### config.mk
export PLATFORM = sky130hd
export DESIGN_NAME = tune_sequencer
export DESIGN_NICKNAME = d
export VERILOG_FILES = /design/src/rtl/tune_sequencer.sv
export SDC_FILE = /design/constraint.sdc
export NUM_CORES = 1
export LEC_CHECK = 0
export CAP_MARGIN = 10
export CORE_UTILIZATION = 57
export DETAILED_ROUTE_END_ITERATION = 16
export PLACE_DENSITY = 0.78
export SLEW_MARGIN = 20
export SYNTH_ARGS = -nofsm -noshare
export SYNTH_HDL_FRONTEND = slang
export SYNTH_SLANG_ARGS = --single-unit
### constraint.sdc
create_clock -name clk -period 4.83 [get_ports clk]
set_input_delay 0.483 -clock clk [delete_from_list [all_inputs] [get_ports clk]]
set_output_delay 0.483 -clock clk [all_outputs]
set_load 0.02 [all_outputs]
### src/rtl/tune_sequencer.sv
// Note-table music sequencer: fetches table words, plays each tone for its
// programmed duration, inserts a silent gap, and stops/loops at the END word.
module tune_sequencer #(
  parameter int ADDR_W  = 7,
  parameter int UNIT_MS = 10,
  parameter int GAP_MS  = 20
) (
  input  logic              clk,
  input  logic              rst_n,
  input  logic [15:0]       ticks_per_milli,
  input  logic              start,
  input  logic              stop,
  input  logic              loop,
  output logic [ADDR_W-1:0] note_addr,
  input  logic [15:0]       note_data,
  output logic [9:0]        tone_half_period,
  output logic              tone_en,
  output logic [7:0]        led,
  output logic              busy,
  output logic              done
);

  localparam int MS_W = 37;
  localparam logic [MS_W-1:0] UNIT_T = MS_W'(UNIT_MS);
  localparam logic [MS_W-1:0] GAP_T  = MS_W'(GAP_MS);

  typedef enum logic [2:0] {
    IDLE  = 3'd0,
    FETCH = 3'd1,
    LOAD  = 3'd2,
    PLAY  = 3'd3,
    GAP   = 3'd4
  } state_t;

  state_t            state_r, state_s;
  logic [ADDR_W-1:0] addr_r, addr_s;
  logic [9:0]        hp_r, hp_s;
  logic              en_r, en_s;
  logic [4:0]        dur_r, dur_s;
  logic [15:0]       presc_r, presc_s;
  logic [MS_W-1:0]   ms_r, ms_s;
  logic              done_r, done_s;
  logic [7:0]        led_r, led_s;
  logic              busy_r;
  logic [15:0]       t_m1_s;
  logic              ms_tick_s;
  logic [MS_W-1:0]   play_target_s;
  logic [6:0]        addr7_s;

  // Timebase terminal count and full-width note length in ms.
  always_comb begin
    t_m1_s        = (ticks_per_milli == 16'd0) ? 16'd0 : (ticks_per_milli - 16'd1);
    ms_tick_s     = (presc_r >= t_m1_s);
    play_target_s = MS_W'(dur_r) * UNIT_T;
  end

  // Next-state and next-output logic; stop dominates every decision.
  always_comb begin
    state_s = state_r;
    addr_s  = addr_r;
    hp_s    = hp_r;
    en_s    = en_r;
    dur_s   = dur_r;
    presc_s = 16'd0;
    ms_s    = '0;
    done_s  = 1'b0;
    if (stop) begin
      state_s = IDLE;
      en_s    = 1'b0;
    end else begin
      case (state_r)
        IDLE: begin
          if (start) begin
            state_s = FETCH;
            addr_s  = '0;
          end else begin
            state_s = IDLE;
          end
        end
        FETCH: state_s = LOAD;
        LOAD: begin
          dur_s = note_data[14:10];
          if (note_data[15]) begin
            if (loop) begin
              addr_s  = '0;
              state_s = FETCH;
            end else begin
              done_s  = 1'b1;
              state_s = IDLE;
            end
          end else if (note_data[14:10] == 5'd0) begin
            addr_s  = addr_r + ADDR_W'(1'b1);
            state_s = FETCH;
          end else begin
            hp_s    = note_data[9:0];
            en_s    = (note_data[9:0] != 10'd0);
            state_s = PLAY;
          end
        end
        PLAY: begin
          if (!ms_tick_s) begin
            presc_s = presc_r + 16'd1;
            ms_s    = ms_r;
          end else if ((ms_r + MS_W'(1'b1)) >= play_target_s) begin
            en_s    = 1'b0;
            addr_s  = addr_r + ADDR_W'(1'b1);
            state_s = (GAP_MS == 0) ? FETCH : GAP;
          end else begin
            ms_s = ms_r + MS_W'(1'b1);
          end
        end
        GAP: begin
          if (!ms_tick_s) begin
            presc_s = presc_r + 16'd1;
            ms_s    = ms_r;
          end else if ((ms_r + MS_W'(1'b1)) >= GAP_T) begin
            state_s = FETCH;
          end else begin
            ms_s = ms_r + MS_W'(1'b1);
          end
        end
        default: begin
          state_s = IDLE;
          en_s    = 1'b0;
        end
      endcase
    end
    addr7_s = 7'(addr_s);
    led_s   = (state_s == PLAY) ? {en_s, addr7_s} : 8'd0;
  end

  // State and output registers with synchronous active-low reset.
  always_ff @(posedge clk) begin
    if (!rst_n) begin
      state_r <= IDLE;
      addr_r  <= '0;
      hp_r    <= 10'd0;
      en_r    <= 1'b0;
      dur_r   <= 5'd0;
      presc_r <= 16'd0;
      ms_r    <= '0;
      done_r  <= 1'b0;
      led_r   <= 8'd0;
      busy_r  <= 1'b0;
    end else begin
      state_r <= state_s;
      addr_r  <= addr_s;
      hp_r    <= hp_s;
      en_r    <= en_s;
      dur_r   <= dur_s;
      presc_r <= presc_s;
      ms_r    <= ms_s;
      done_r  <= done_s;
      led_r   <= led_s;
      busy_r  <= (state_s != IDLE);
    end
  end

  assign note_addr        = addr_r;
  assign tone_half_period = hp_r;
  assign tone_en          = en_r;
  assign led              = led_r;
  assign busy             = busy_r;
  assign done             = done_r;

endmodule

# --- After elaboration in Yosys (flattened, before gate mapping) ---
# Cells that the tools add are included.
word_totals:
  in_bits: 37
  register_bits: 89
  wordCells: 76
  out_inout_bits: 28
classes:
  add_sub_neg: 4
  mul: 1
  bitwise: 6
  n_lt_le_gt_ge: 3
  n_eq_ne: 7
  n_reduce_logical: 14
  mux: 31
op_table:
  columns: ["op", "count"]
  rows:
  - ["$mux W37", 4]
  - ["$pmux W37 S2", 1]
  - ["$mux W7", 7]
  - ["$add A37 B1 Y37 const B", 1]
  - ["$ge A37 B5 Y1 const B", 1]
  - ["$ge A37 B9 Y1", 1]
  - ["$pmux W7 S3", 1]
  - ["$mux W3", 6]
  - ["$add A16 B1 Y16 const B", 1]
  - ["$ge A16 B16 Y1", 1]
  - ["$logic_not A16 Y1", 1]
  - ["$mux W16", 1]
  - ["$sub A16 B1 Y16 const B", 1]
  - ["$pmux W3 S5", 1]
  - ["$reduce_bool A10 Y1", 1]
  - ["$eq A3 B2 Y1 const B", 3]
  - ["$mul A5 B3 Y8 const B", 1]
  - ["$mux W1", 8]
  - ["$reduce_or A4 Y1", 2]
  - ["$add A7 B1 Y7 const B", 1]
  - ["$not A1 Y1", 6]
  - ["$reduce_and A2 Y1", 3]
  - ["$logic_not A5 Y1", 1]
  - ["$ne A2 B2 Y1 const B", 2]
  - ["9 further kinds", 10]

# --- Logic depth before layout (Yosys ltp) ---
logic_depth:
  ltp_word: 8
  mapped_depth: 19
  depth_no_buf: 16

# --- Worst setup path after synthesis ---
# No wires, ideal clock.
synth_path:
  path_type: "in2reg"
  from: "in ticks_per_milli[7]"
  to: "reg busy_r, in the netlist busy"
  required_ps: 4682
  slack_ps: 392
  cell_stages: 17
  setup_ps: 148
  arrival_ps: 4289
  n_path_buf: 2
  path_cell_list: "or4_1 nor4_1 nand2b_1 nor3_1 nand4b_1 clkbuf_1 nand2_1 ha_1 a21o_1 a21o_1 a221o_1 a221oi_1 o21a_1 buf_2 a21oi_2 a211oi_2 o211ai_1"
synth_between:
  elab_chain_len: 7
  elab_cells_between_ends: 9
  classes_between: "1 x add/sub; 1 x order compare; 5 x mux; 2 x reduce/logical"
synth_rtl:
  columns: ["item", "line", "rtl"]
  rows:
  - ["from (decl)", "10", "input logic [15:0] ticks_per_milli,"]
  - ["$sub A16 B1 Y16 or $logic_not A16 Y1 (tied branches)", "52", "t_m1_s = (ticks_per_milli == 16'd0) ? 16'd0 : (ticks_per_milli - 16'd1);"]
  - ["$mux W16 (*)", "52", null]
  - ["$ge A16 B16 Y1 (*)", "53", "ms_tick_s = (presc_r >= t_m1_s);"]
  - ["$mux W3, on equally long branches", "113, 101", null]
  - ["$pmux W3 S5 (*)", "71", "case (state_r)"]
  - ["$mux W3 (*)", "67", "if (stop) begin"]
  - ["$reduce_bool A3 Y1 (*)", "155", "busy_r <= (state_s != IDLE);"]
  - ["to (signal assigned)", "155", null]
  - ["to (decl)", "44", "logic busy_r;"]
# Mark *: on every way between the ends. The rest lies on a longest branch, timed or not.
# A chain may end at the register's enable or synchronous reset.

# --- Final worst setup path ---
layout_path:
  from: "in ticks_per_milli[8]"
  to: "reg led_r[0], in the netlist led[0]"
layout_between:
  elab_chain_len: 8
  elab_cells_between_ends: 13
  classes_between: "1 x add/sub; 1 x order compare; 1 x eq/ne; 8 x mux; 2 x reduce/logical"
layout_rtl:
  columns: ["item", "line", "rtl"]
  rows:
  - ["$sub A16 B1 Y16 or $logic_not A16 Y1 (tied branches)", "52", null]
  - ["$mux W16 (*)", "52", null]
  - ["$ge A16 B16 Y1 (*)", "53", null]
  - ["$mux W3, on equally long branches", "113, 101", null]
  - ["$pmux W3 S5", "71", null]
  - ["$mux W3", "67", null]
  - ["$eq A3 B2 Y1", "129", "led_s = (state_s == PLAY) ? {en_s, addr7_s} : 8'd0;"]
  - ["$reduce_and A2 Y1 (no line)", null, null]
  - ["to (signal assigned)", "154", "led_r <= led_s;"]
  - ["to (decl)", "43", "logic [7:0] led_r, led_s;"]
# Marked as above.

==> impl_metrics.tcl <==
set metrics [dict create \
    seqPwrFrac_pct 53.7 \
    hp-class "reg -> reg" \
    cp_max_fo 8 \
    synth_seq_cells 89 \
    clock_sinks 89 \
    rsz0062_at_grt "no" \
    htree_levels 3 \
    routed_wl_um 12800 \
    power_density_nw_per_um2 213 \
    core_um2 9240 \
    final_cell_mix "dfxtp_1 (89), nor2_1 (68), clkdlybuf4s50_1 (64)" \
    final_nets 779 \
    drv_cap 0 \
    area_growth_pct 19.0 \
    power.switching_w 0.000330 \
    hold_ws_ns 0.480 \
    syn-num-nets 712 \
    portBuffers 64 \
    start_util_pct 58.9 \
    vias_per_cell 5.94 \
    drtIter0Drc 171 \
    grt_pass1_wl_um 22000 \
    final_hold_viol_count 0 \
    dp_hpwl_um 9800 \
    path_clk_slew_ns 0.09 \
    antennaDiodeCount 0 \
    wl_per_cell_um 15.2 \
    vias 4992 \
    max_clock_freq_mhz 219 \
    instances_no_fill 840 \
    peakVddDrop_mv 0.120 \
    synth.avg_cell_area_um2 8.52 \
    ios 65 \
    ys_types 72 \
    num-fill-cells 735 \
    cp_data_required_time_ns 5.08 \
    fin_crit_ns 4.56 \
    cts_setup_buffers 0 \
    postCtsHoldBufs 0 \
    pwr-share-comb_pct 8.1 \
    leakage_nw 2.54 \
    clockBufferDepth 2 \
    skew_ns 0.0187 \
    internal-power_w 0.00105 \
    grt_pass1_vias 4871 \
    synth_edf_count 0 \
    synth_area_um2 5440 \
    die_area_um2 9950 \
    netSwitchingFraction_pct 23.9 \
    multi_input_area_um2 3450 \
    outcome "complete, no violations" \
    ys_async_sr_fraction_pct 0 \
    reg2reg_to "busy$_SDFF_PN0_" \
    setup_viol 0 \
    netlist_instances 639 \
    cts_resized 0 \
    tightest_slew_ns 0.734 \
    die_x_um 99.7 \
    cp-end-kind "flip-flop" \
    clock_latency_ns 0.36 \
    ff_latch_area_um2 1780 \
    critical_path_class "in -> reg" \
    grt_max_degree 30 \
    layout_commonest_cell "dfxtp_1" \
    cts_tree "done" \
    drive_gt1_share_pct 7.45 \
    place.gp.congestion 0.944 \
    ys_seq_area_share_pct 32.7 \
    start_kind "input pin" \
    grt_antenna_before_repair 0 \
    fin_crit_sh_pct 94.5 \
    drtPass1Iterations 5 \
    slew_viol_final 0 \
    route.detailed.drc 0 \
    grt-ovfl-total 0 \
    synth_warnings 0 \
    cts-root-buf "clkbuf_8" \
    r2r_setup_slack_ns 0.60 \
    reg2regPathDepth 12 \
    dpl_cell_area_um2 6270 \
    dpl.cell_count 824 \
    row_count 35 \
    stdcell_area_um2 6480 \
    critical_path_arrival_ns 4.81 \
    synth_flop_cell "dfxtp_1" \
    ant_nets 0 \
    clockPowerShare_pct 38.2 \
    hold_path_end "ms_r[36]$_SDFFE_PP0P_" \
    rr_startpoint "ms_r[0]$_SDFFE_PP0P_" \
    hold_start "ms_r[36]$_SDFFE_PP0P_" \
    hold_depth 2 \
    gr-usage-all-layers_pct 26.8 \
    die_h_um 99.7 \
    maxSlewHeadroom_pct 51.0 \
    cts_buffers 9 \
]
-- logic make-up (layout without fill, tap and decap cells) --
| logic type | Yosys count | count (layout) | synth area share, % |
|---|---|---|---|
| adders and majority gates | 36 | 36 | 8.41 |
| xor gates and xnor gates | 46 | 46 | 7.40 |
| DFF | 89 | 89 | 32.7 |
| and+or+nand+nor | 282 | 282 | 27.3 |
| muxes | 19 | 19 | 3.49 |
| AOI/OAI and AO/OA | 114 | 114 | 16.5 |
| buffers and inverters | 53 | 125 | 4.14 |
-- critical path: stages --
cell	delay, ns
clkdlybuf4s50_1	0.43
or4_1	0.53
nor4_1	0.30
nand2b_1	0.12
nor3_1	0.15
nand4b_1	0.20
nand2_1	0.13
ha_1	0.24
a21o_1	0.18
a21o_1	0.16
a221o_1	0.34
a221oi_1	0.28
o21a_1	0.33
a21o_1	0.37
a21oi_2	0.16
a2111oi_2	0.40
-- stage by stage --
step           setup TNS, ns  worst slack (ns)  utilization, %  total power, W
6_report                   0             0.266            70.1         0.00138
3_5_place_dp          -0.139            -0.107            67.9        0.000867
4_1_cts                    0             0.262            70.1         0.00139
5_1_grt                    0          0.000610            70.1         0.00143
2_1_floorplan              0             0.392               -        0.000808
3_3_place_gp               0            0.0461            67.8        0.000864
-- how the worst max path moves through the flow --
stage | from | end | slack, ns | cells after the start
floorplan | ticks_per_milli[7] | busy$_SDFF_PN0_ | 0.39 | 17
CTS | ticks_per_milli[8] | led[0]$_SDFF_PN0_ | 0.26 | 16
detailed placement | ticks_per_milli[8] | led[0]$_SDFF_PN0_ | -0.11 | 16
global placement | ticks_per_milli[8] | led[0]$_SDFF_PN0_ | 0.05 | 16
finish | ticks_per_milli[8] | led[0]$_SDFF_PN0_ | 0.27 | 16
global route | ticks_per_milli[8] | led[0]$_SDFF_PN0_ | 0.0006 | 16
-- state kept, by name, indices dropped and copies added, names as in the netlist --
name and cells:
presc_r 16, ms_r 37, busy 1, done 1
tone_half_period 10, state_r 3, note_addr 7, led 8
tone_en 1, dur_r 5
-- metal layers --
metal	vias up	track usage, %	wire [µm]
met5	-	0	0
met4	0	10.6	239
met3	35	4.08	613
met2	163	46.2	6140
met1	2350	33.6	5810
li1	2444	-	-
-- layout make-up --
class / instances / share of cell area, %
tap: 129 / 2.49
multi-input combinational: 497 / 53.3
clock inverter: 5 / 0.966
sequential: 89 / 27.5
clock buffer: 11 / 2.18
timing repair buffer: 79 / 11.8
inverter: 30 / 1.74
-- power by group through the flow --
stage                     registers [W]  logic [W]  clock network [W]
after global routing           0.000741   0.000123           0.000566
after CTS                      0.000740   0.000111           0.000536
final                          0.000740   0.000112           0.000527
after floorplan                0.000758  0.0000500                  0
after global placement         0.000757   0.000108                  0
after detailed placement       0.000757   0.000110                  0
-- synthesized netlist by cell type, drive strengths merged, types with 4 or more instances --
cell type,instances,share of area [%]
a211oi,11,1.6
a2111oi,5,1.6
ha,35,8.0
dfxtp,89,33
nand3,27,2.5
and3,13,1.5
nand2,57,3.9
nor2,68,4.7
xnor2,23,3.7
mux2i,19,3.5
nand2b,6,0.69
a21o,14,1.9
and4,8,1.3
and2,30,3.4
xor2,23,3.7
a311oi,4,0.64
buf,8,1.0
a31oi,7,0.80
nor3,23,2.1
inv,30,2.1
or4,4,0.55
nand4,16,2.2
or3,5,0.67
o21ai,10,0.92
clkbuf,15,1.0
o211ai,4,0.55
nor4,15,2.4
a21oi,21,2.1
Power figures use the tool's default switching activity.
